--- src/rtl/pdm_sample_interp.sv ---
// PCM-to-PDM feeder: sample FIFO, DAC clock-enable divider and power-of-two upsampler.
// Define PDM_INTERP_LINEAR_EN for linear interpolation; otherwise each sample is held (zero-order hold).
module pdm_sample_interp #(
  parameter int WIDTH    = 8,
  parameter int LOG2_OSR = 6,
  parameter int CE_DIV   = 4,
  parameter int FIFO_AW  = 2
) (
  input  logic               i_clk,
  input  logic               i_res_n,
  input  logic [WIDTH-1:0]   i_sample,
  input  logic               i_valid,
  output logic               o_ready,
  input  logic               i_clr_underrun,
  output logic [WIDTH-1:0]   o_func,
  output logic               o_ce,
  output logic               o_underrun,
  output logic [FIFO_AW:0]   o_level
);

  localparam int DEPTH = 2 ** FIFO_AW;
  localparam int CW    = (CE_DIV > 1) ? $clog2(CE_DIV) : 1;
  localparam int PW    = WIDTH + 1 + LOG2_OSR;

  localparam logic [CW-1:0]       CNT_LAST = CW'(CE_DIV - 1);
  localparam logic [LOG2_OSR-1:0] PH_LAST  = '1;
  localparam logic [FIFO_AW:0]    FULL_LVL = (FIFO_AW + 1)'(DEPTH);

  logic [CW-1:0]       ce_cnt;
  logic [LOG2_OSR-1:0] ph;
  logic [LOG2_OSR-1:0] ph_inc;
  logic [WIDTH-1:0]    prev;
  logic [WIDTH-1:0]    cur;
  logic [WIDTH-1:0]    step_val;

  logic [WIDTH-1:0]    mem [DEPTH];
  logic [FIFO_AW-1:0]  wr_ptr;
  logic [FIFO_AW-1:0]  rd_ptr;
  logic [FIFO_AW:0]    count;
  logic                full;
  logic                empty;
  logic                push;
  logic                pop;
  logic                boundary;

  // CE divider: registered strobe, high on the cycle after the counter wraps
  always_ff @(posedge i_clk or negedge i_res_n) begin
    if (!i_res_n) begin
      ce_cnt <= '0;
      o_ce   <= 1'b0;
    end else if (ce_cnt == CNT_LAST) begin
      ce_cnt <= '0;
      o_ce   <= 1'b1;
    end else begin
      ce_cnt <= ce_cnt + CW'(1);
      o_ce   <= 1'b0;
    end
  end

  assign full     = (count == FULL_LVL);
  assign empty    = (count == '0);
  assign o_ready  = !full;
  assign o_level  = count;
  assign push     = i_valid && !full;
  assign boundary = (ph == PH_LAST);
  // No bypass: emptiness is judged on the pre-edge count, so a same-cycle push cannot feed the pop
  assign pop      = o_ce && boundary && !empty;

  always_ff @(posedge i_clk) begin
    if (push) mem[wr_ptr] <= i_sample;
  end

  always_ff @(posedge i_clk or negedge i_res_n) begin
    if (!i_res_n) begin
      wr_ptr <= '0;
      rd_ptr <= '0;
      count  <= '0;
    end else begin
      if (push) wr_ptr <= wr_ptr + FIFO_AW'(1);
      if (pop)  rd_ptr <= rd_ptr + FIFO_AW'(1);
      case ({push, pop})
        2'b10:   count <= count + (FIFO_AW + 1)'(1);
        2'b01:   count <= count - (FIFO_AW + 1)'(1);
        default: count <= count;
      endcase
    end
  end

  assign ph_inc = ph + LOG2_OSR'(1);

`ifdef PDM_INTERP_LINEAR_EN
  logic signed [WIDTH:0]    delta;
  logic signed [LOG2_OSR:0] weight;
  logic signed [PW-1:0]     prod;

  // Result lies between prev and cur, so keeping the low WIDTH bits of the sum is exact
  always_comb begin
    delta    = $signed({cur[WIDTH-1], cur}) - $signed({prev[WIDTH-1], prev});
    weight   = $signed({1'b0, ph_inc});
    prod     = PW'(delta) * PW'(weight);
    step_val = WIDTH'(PW'($signed(prev)) + (prod >>> LOG2_OSR));
  end
`else
  assign step_val = prev;
`endif

  always_ff @(posedge i_clk or negedge i_res_n) begin
    if (!i_res_n) begin
      ph     <= '0;
      prev   <= '0;
      cur    <= '0;
      o_func <= '0;
    end else if (o_ce) begin
      if (boundary) begin
        ph     <= '0;
        prev   <= cur;
        o_func <= cur;
        if (!empty) cur <= mem[rd_ptr];
      end else begin
        ph     <= ph_inc;
        o_func <= step_val;
      end
    end
  end

  // Set on a starved boundary takes priority over a same-cycle clear
  always_ff @(posedge i_clk or negedge i_res_n) begin
    if (!i_res_n) begin
      o_underrun <= 1'b0;
    end else if (o_ce && boundary && empty) begin
      o_underrun <= 1'b1;
    end else if (i_clr_underrun) begin
      o_underrun <= 1'b0;
    end
  end

endmodule
--- config.mk ---
export PLATFORM = sky130hd
export DESIGN_NAME = pdm_sample_interp
export DESIGN_NICKNAME = d
export VERILOG_FILES = /design/src/rtl/pdm_sample_interp.sv
export SDC_FILE = /design/constraint.sdc
export NUM_CORES = 1
export LEC_CHECK = 0
export BUFFER_PORTS_ARGS = -buffer_cell sky130_fd_sc_hd__clkbuf_2
export CORE_ASPECT_RATIO = 0.75
export CORE_MARGIN = 2
export CORE_UTILIZATION = 45
export DETAILED_ROUTE_END_ITERATION = 8
export PLACE_DENSITY_LB_ADDON = 0.3
export SKIP_LAST_GASP = 1
export SYNTH_ARGS = -nofsm -noshare
export SYNTH_HDL_FRONTEND = slang
export SYNTH_SLANG_ARGS = --single-unit
export TNS_END_PERCENT = 100
--- constraint.sdc ---
create_clock -name i_clk -period 3.5 [get_ports i_clk]
set_input_delay 0.875 -clock i_clk [delete_from_list [all_inputs] [get_ports i_clk]]
set_output_delay 0.875 -clock i_clk [all_outputs]
set_load 0.02 [all_outputs]
---- Yosys cells after proc, flatten, opt, wreduce, memory -nomap -nowiden ----
Memory sizes are Yosys's and may differ from the RTL's. A register that Yosys moved wholly into a read port is not among the register bits.
Cells that the tools add are included.
word-level totals
  memories ................................ 1
  bits in registers ....................... 25
  word-level logic and storage cells ...... 41
  bits in writable memories ............... 32
  output and inout port bits .............. 14
  input port bits ......................... 12
operators by class
  multiplexer cells ....................... 8
  reductions and logical operators ........ 12
  bitwise operators ....................... 1
  equal/unequal tests ..................... 5
  add/sub/neg operators ................... 6
memory list
  name  depth  width  rd ports  clocked after memory_dff  write ports  RTL line  text
  mem   4      8      1         1                         1            36        logic [WIDTH-1:0] mem [DEPTH];
operators with widths
  cell                   count
  $add A2 B1 Y2 const B  3
  $add A6 B1 Y6 const B  1
  $eq A6 B6 Y1 const B   1
  $mux W6                1
  $pmux W3 S2            1
  $mux W1                5
  $eq A2 B2 Y1 const B   2
  $logic_and A1 B1 Y1    4
  $reduce_bool A2 Y1     2
  $add A3 B1 Y3 const B  1
  $eq A3 B3 Y1 const B   1
  $logic_not A1 Y1       3
  $logic_not A3 Y1       1
  $reduce_and A3 Y1      1
  $sub A3 B1 Y3 const B  1
  $eq A2 B1 Y1 const B   1
  $mux W2                1
  $reduce_and A2 Y1      1
  $not A1 Y1             1

---- Depth between registers and ports, before layout ----
  depth after elaboration ................. 5
  mapped depth ............................ 9
  depth with buffers taken out ............ 9

---- Worst setup path before layout ----
No wires, ideal clock.
  path kind ............................... flip-flop to flip-flop
  from .................................... reg count[1], in the netlist o_level[1]
  to ...................................... reg count[2], in the netlist o_level[2]
  path buffers ............................ 0
  required time ........................... 3420 ps
  setup time .............................. 80 ps
  arrival ................................. 2249 ps
  period minus slack after synthesis ...... 2329 ps
  cell stages (with the launch flop) ...... 10
  setup slack ............................. 1171 ps
  path through ............................ dfrtp_1 or3b_1 and2_1 inv_1 ha_1 inv_1 fa_1 xor2_1 nor2_1 xor2_1
on the way
  cells in the longest elaborated chain, start to end .. 5
  elaborated cells between the ends (all ways) .. 12
  classes of those cells .................. add/sub (2); eq/ne (3); mux (1); reduce/logical (6)
ends and longest elaborated chain
  what                                               RTL line  text
  start, declared                                    39        logic [FIFO_AW:0] count;
  start signal, assigned                             82        2'b10: count <= count + (FIFO_AW + 1)'(1);
  start signal, assigned                             83        2'b01: count <= count - (FIFO_AW + 1)'(1);
  start signal, assigned                             84        default: count <= count;
  $eq A3 B3 Y1 (*)                                   60        assign full = (count == FULL_LVL);
  $logic_not A1 Y1 (*)                               n/a
  via o_ready                                        13        output logic o_ready,
  $logic_and A1 B1 Y1 (*)                            64        assign push = i_valid && !full;
  $eq A2 B1 Y1 or $eq A2 B2 Y1 (tied branches)       81        case ({push, pop})
  $pmux W3 S2 or $reduce_bool A2 Y1 (tied branches)  n/a
The timed path passes the listed nets; every way through them passes the cells marked *.
A chain may end at the register's enable or synchronous reset.

---- Worst setup path in the final report ----
  from .................................... reg ph[0]
  to ...................................... reg count[2], in the netlist o_level[2]
on the way
  cells in the longest elaborated chain, start to end .. 5
  elaborated cells between the ends (all ways) .. 7
  classes of those cells .................. eq/ne (3); mux (1); reduce/logical (3)
ends and longest elaborated chain
  what                                               RTL line  text
  start, declared                                    30        logic [LOG2_OSR-1:0] ph;
  start signal, assigned                             120       ph <= ph_inc;
  $eq A6 B6 Y1 (*)                                   65        assign boundary = (ph == PH_LAST);
  $logic_and A1 B1 Y1 (*) (2 in series)              67        assign pop = o_ce && boundary && !empty;
  via pop                                            43        logic pop;
  $eq A2 B1 Y1 or $eq A2 B2 Y1 (tied branches)       81
  $pmux W3 S2 or $reduce_bool A2 Y1 (tied branches)  n/a
Marks and branches as above.

==> qor.csv <==
stage,metric,value,unit
detailed_routing,via count,1357,
synth,Synth top area share,37.4,%
clocking,"CTS clk-pin slew, worst paths",0.06,ns
worst_setup_path,Worst path max stage delay,0.54,ns
place,DP HPWL,3090,um
worst_setup_path,crit path launch type,register,
worst_setup_path,CP max-delay cell,nor3_4,
cells_and_area,Layout Area Growth over Synthesis,15.1,%
synth,Synth Register Bits,65,
timing,fin crit share,75.7,%
synth,Cells after Synth,146,
synth,syn_area_per_cell,17.6,um2
synth,"area leader, netlist",edfxtp_1,
grt,first-pass GRT wire length,7470,um
cells_and_area,n_diodes,0,
synth,leading cell types by total area after synthesis,"edfxtp_1, dfrtp_1, mux2_2, mux4_2, ha_1",
worst_setup_path,CP endpoint kind,register,
worst_setup_path,CP Class,register to register,
timing,setup total negative slack,0,ns
clocking,Root Buffer,clkbuf_8,
timing,measured slew at the worst slew-check pin,0.823,ns
worst_setup_path,arrival time worst endpoint,2.91,ns
synth,most frequent cell after synthesis,dfrtp_1,
detailed_routing,WL final,4420,um
synth,Synth Flop Type,dfrtp_1,
floorplan,Starting Density,47.2,%
pwr,Power Dens Cells,613,nW/um2
detailed_routing,vias per cell,5.22,
timing,endpoints failing setup,0,
clocking,Num CTS Buffers,9,
synth,Yosys cell types,27,
cells_and_area,Filler cells,427,
timing,clk_skew,0.00675,ns
detailed_routing,post-route ant nets,0,
floorplan,# IOs,26,
synth,sequential area share after synthesis,69.6,%
worst_setup_path,"Req. time, crit path",3.76,ns
cells_and_area,fin nets,200,
clocking,clk buf depth,2,
pwr,P_leak,1.25,nW
clocking,CTS tree,done,
detailed_routing,Initial DRT Pass Iterations,4,
floorplan,area of the core,5440,um2
timing,top achievable clock speed,377,MHz
place,# port buffers,25,
detailed_routing,DR iter-0 viols,69,
clocking,# Post-CTS Setup Buffers,0,
synth,Post-synth EDFFs,32,
clocking,CTS sink count,65,
floorplan,Core Rows,23,
hold_path,Hold Path Stages,1,
run_status,run status,completed,
synth,Syn. warnings,0,
worst_setup_path,Worst Path Max Fanout,10,
run,Max-Cap Viols,0,
floorplan,Chip Height,69.4,um
synth,"Cell Area, Synth",2570,um2
timing,Tmin final,2.65,ns
pwr,Tot Pwr,0.00181,W
worst_setup_path,Worst R2R Path Depth,9,
clocking,PostCTS Resize Cnt,0,
grt,total global routing overflow,0,
timing,RSZ-0062 raised after global routing,no,
floorplan,die area,6330,um2
timing,Slew Limit Fails,0,
clocking,CTS H-tree depth,3,
floorplan,DIE WIDTH,91.2,um
clocking,worst skew pair latency,0.34,ns
synth,Syn Nets,166,
place,gpl congestion,0.733,
detailed_routing,DR WL/cell,17.0,um
grt,largest net degree at the start of global routing,34,
synth,top cells by instance count after synthesis,"dfrtp_1, edfxtp_1, mux2_2",
synth,asr flop ratio synth,50.8,%
timing,slew margin rel.,45.2,%
cells_and_area,share of cells above drive strength 1,34.6,%
clocking,hold_buf cts,0,
grt,vias in the first global route,1503,
worst_setup_path,Reg2Reg Setup Slack,0.85,ns
pwr,Max VDD drop,0.490,mV
grt,GRT Util Overall,16.2,%
hold_path,hold crit path type,register to register,
timing,Final Hold Fails,0,
grt,initial antenna violation count,0,
detailed_routing,drc violations,0,
worst_setup_path,"critical path, cell by cell","ha_1, nand2_1, nor3_4, ha_1, inv_1, fa_1, xor2_1, nor2_1, xor2_1",
==> critical path: cells and delay by family, from the launching register on <==
family,cells,cell delay [ns]
buf+inv,1,0.06
flops,1,0.44
simple gates,3,0.84
xor+xnor,2,0.31
fa+ha+maj,3,0.90
==> path summary, 6_finish.rpt <==
check / end / from
hold reg to reg: ce_cnt[0] / ce_cnt[0]
setup reg to reg: o_level[2] / ph[0]
min in group asynchronous: cur[3] / i_res_n
hold / removal: ce_cnt[0] / ce_cnt[0]
setup / recovery: o_level[2] / ph[0]
max in group asynchronous: wr_ptr[0] / i_res_n
==> where the power goes <==
part           switching [W]  internal, W  leakage, nW
Combinational       0.000168    0.0000976        0.430
Clock               0.000257     0.000325       0.0918
Sequential         0.0000493     0.000918        0.728
==> registers in the layout (all words and copies together) (netlist names) <==
signal and cells:
mem 32, cur 8, ph 6, o_underrun 1
o_ce 1, ce_cnt 2, wr_ptr 2, rd_ptr 2
o_level 3, prev 8
==> stage by stage <==
| step | util [%] | cells | hold WS [ns] | worst slack, ns | cell area (um2) |
|---|---|---|---|---|---|
| 2_1_floorplan | - | 146 | 0.403 | 1.17 | 2570 |
| 3_3_place_gp | 51.1 | 244 | 0.413 | 1.04 | 2780 |
| 3_5_place_dp | 51.1 | 244 | 0.435 | 0.864 | 2780 |
| 4_1_cts | 54.4 | 260 | 0.446 | 0.850 | 2960 |
| 5_1_grt | 54.4 | 260 | 0.457 | 0.661 | 2960 |
| 6_report | 54.4 | 260 | 0.439 | 0.849 | 2960 |
==> kinds of logic after synthesis <==
| group | synth area share, % |
|---|---|
| xor+xnor | 3.07 |
| fa+ha+maj | 4.19 |
| simple gates | 4.68 |
| buf+inv | 1.80 |
| mux | 15.2 |
| compound gates | 1.46 |
| flops | 69.6 |
==> cell type report <==
class	count	area (um2)	area share (%)
repair buffers	25	125	4.23
multi-input cells	69	736	24.9
flip-flops and latches	65	1790	60.4
clock buffers	12	135	4.57
well taps	75	93.8	3.17
clock inverters	4	43.8	1.48
inverters	10	37.5	1.27
==> metal layers <==
metal  vias to the layer above  GRT usage (%)  wire, um
li1                        610              -         -
met1                       710           18.4      1890
met2                        28           27.0      2260
met3                         9           6.85       192
met4                         0           7.07        89
met5                         -              0         0
==> cells in the final DEF (no fill, tap or decap), types with 2 or more instances in the layout <==
cell / instances
inv_1: 10
xnor2_1: 4
ha_1: 7
clkbuf_2: 25
clkbuf_8: 9
nand2_1: 2
o21ai_0: 2
nor2_1: 3
clkbuf_1: 3
xor2_1: 5
clkinv_2: 2
nand4_1: 4
dfrtp_1: 33
mux4_2: 8
mux2_2: 17
mux2i_1: 2
edfxtp_1: 32
and3_1: 4
No activity file was read; power rests on OpenSTA's default activity.
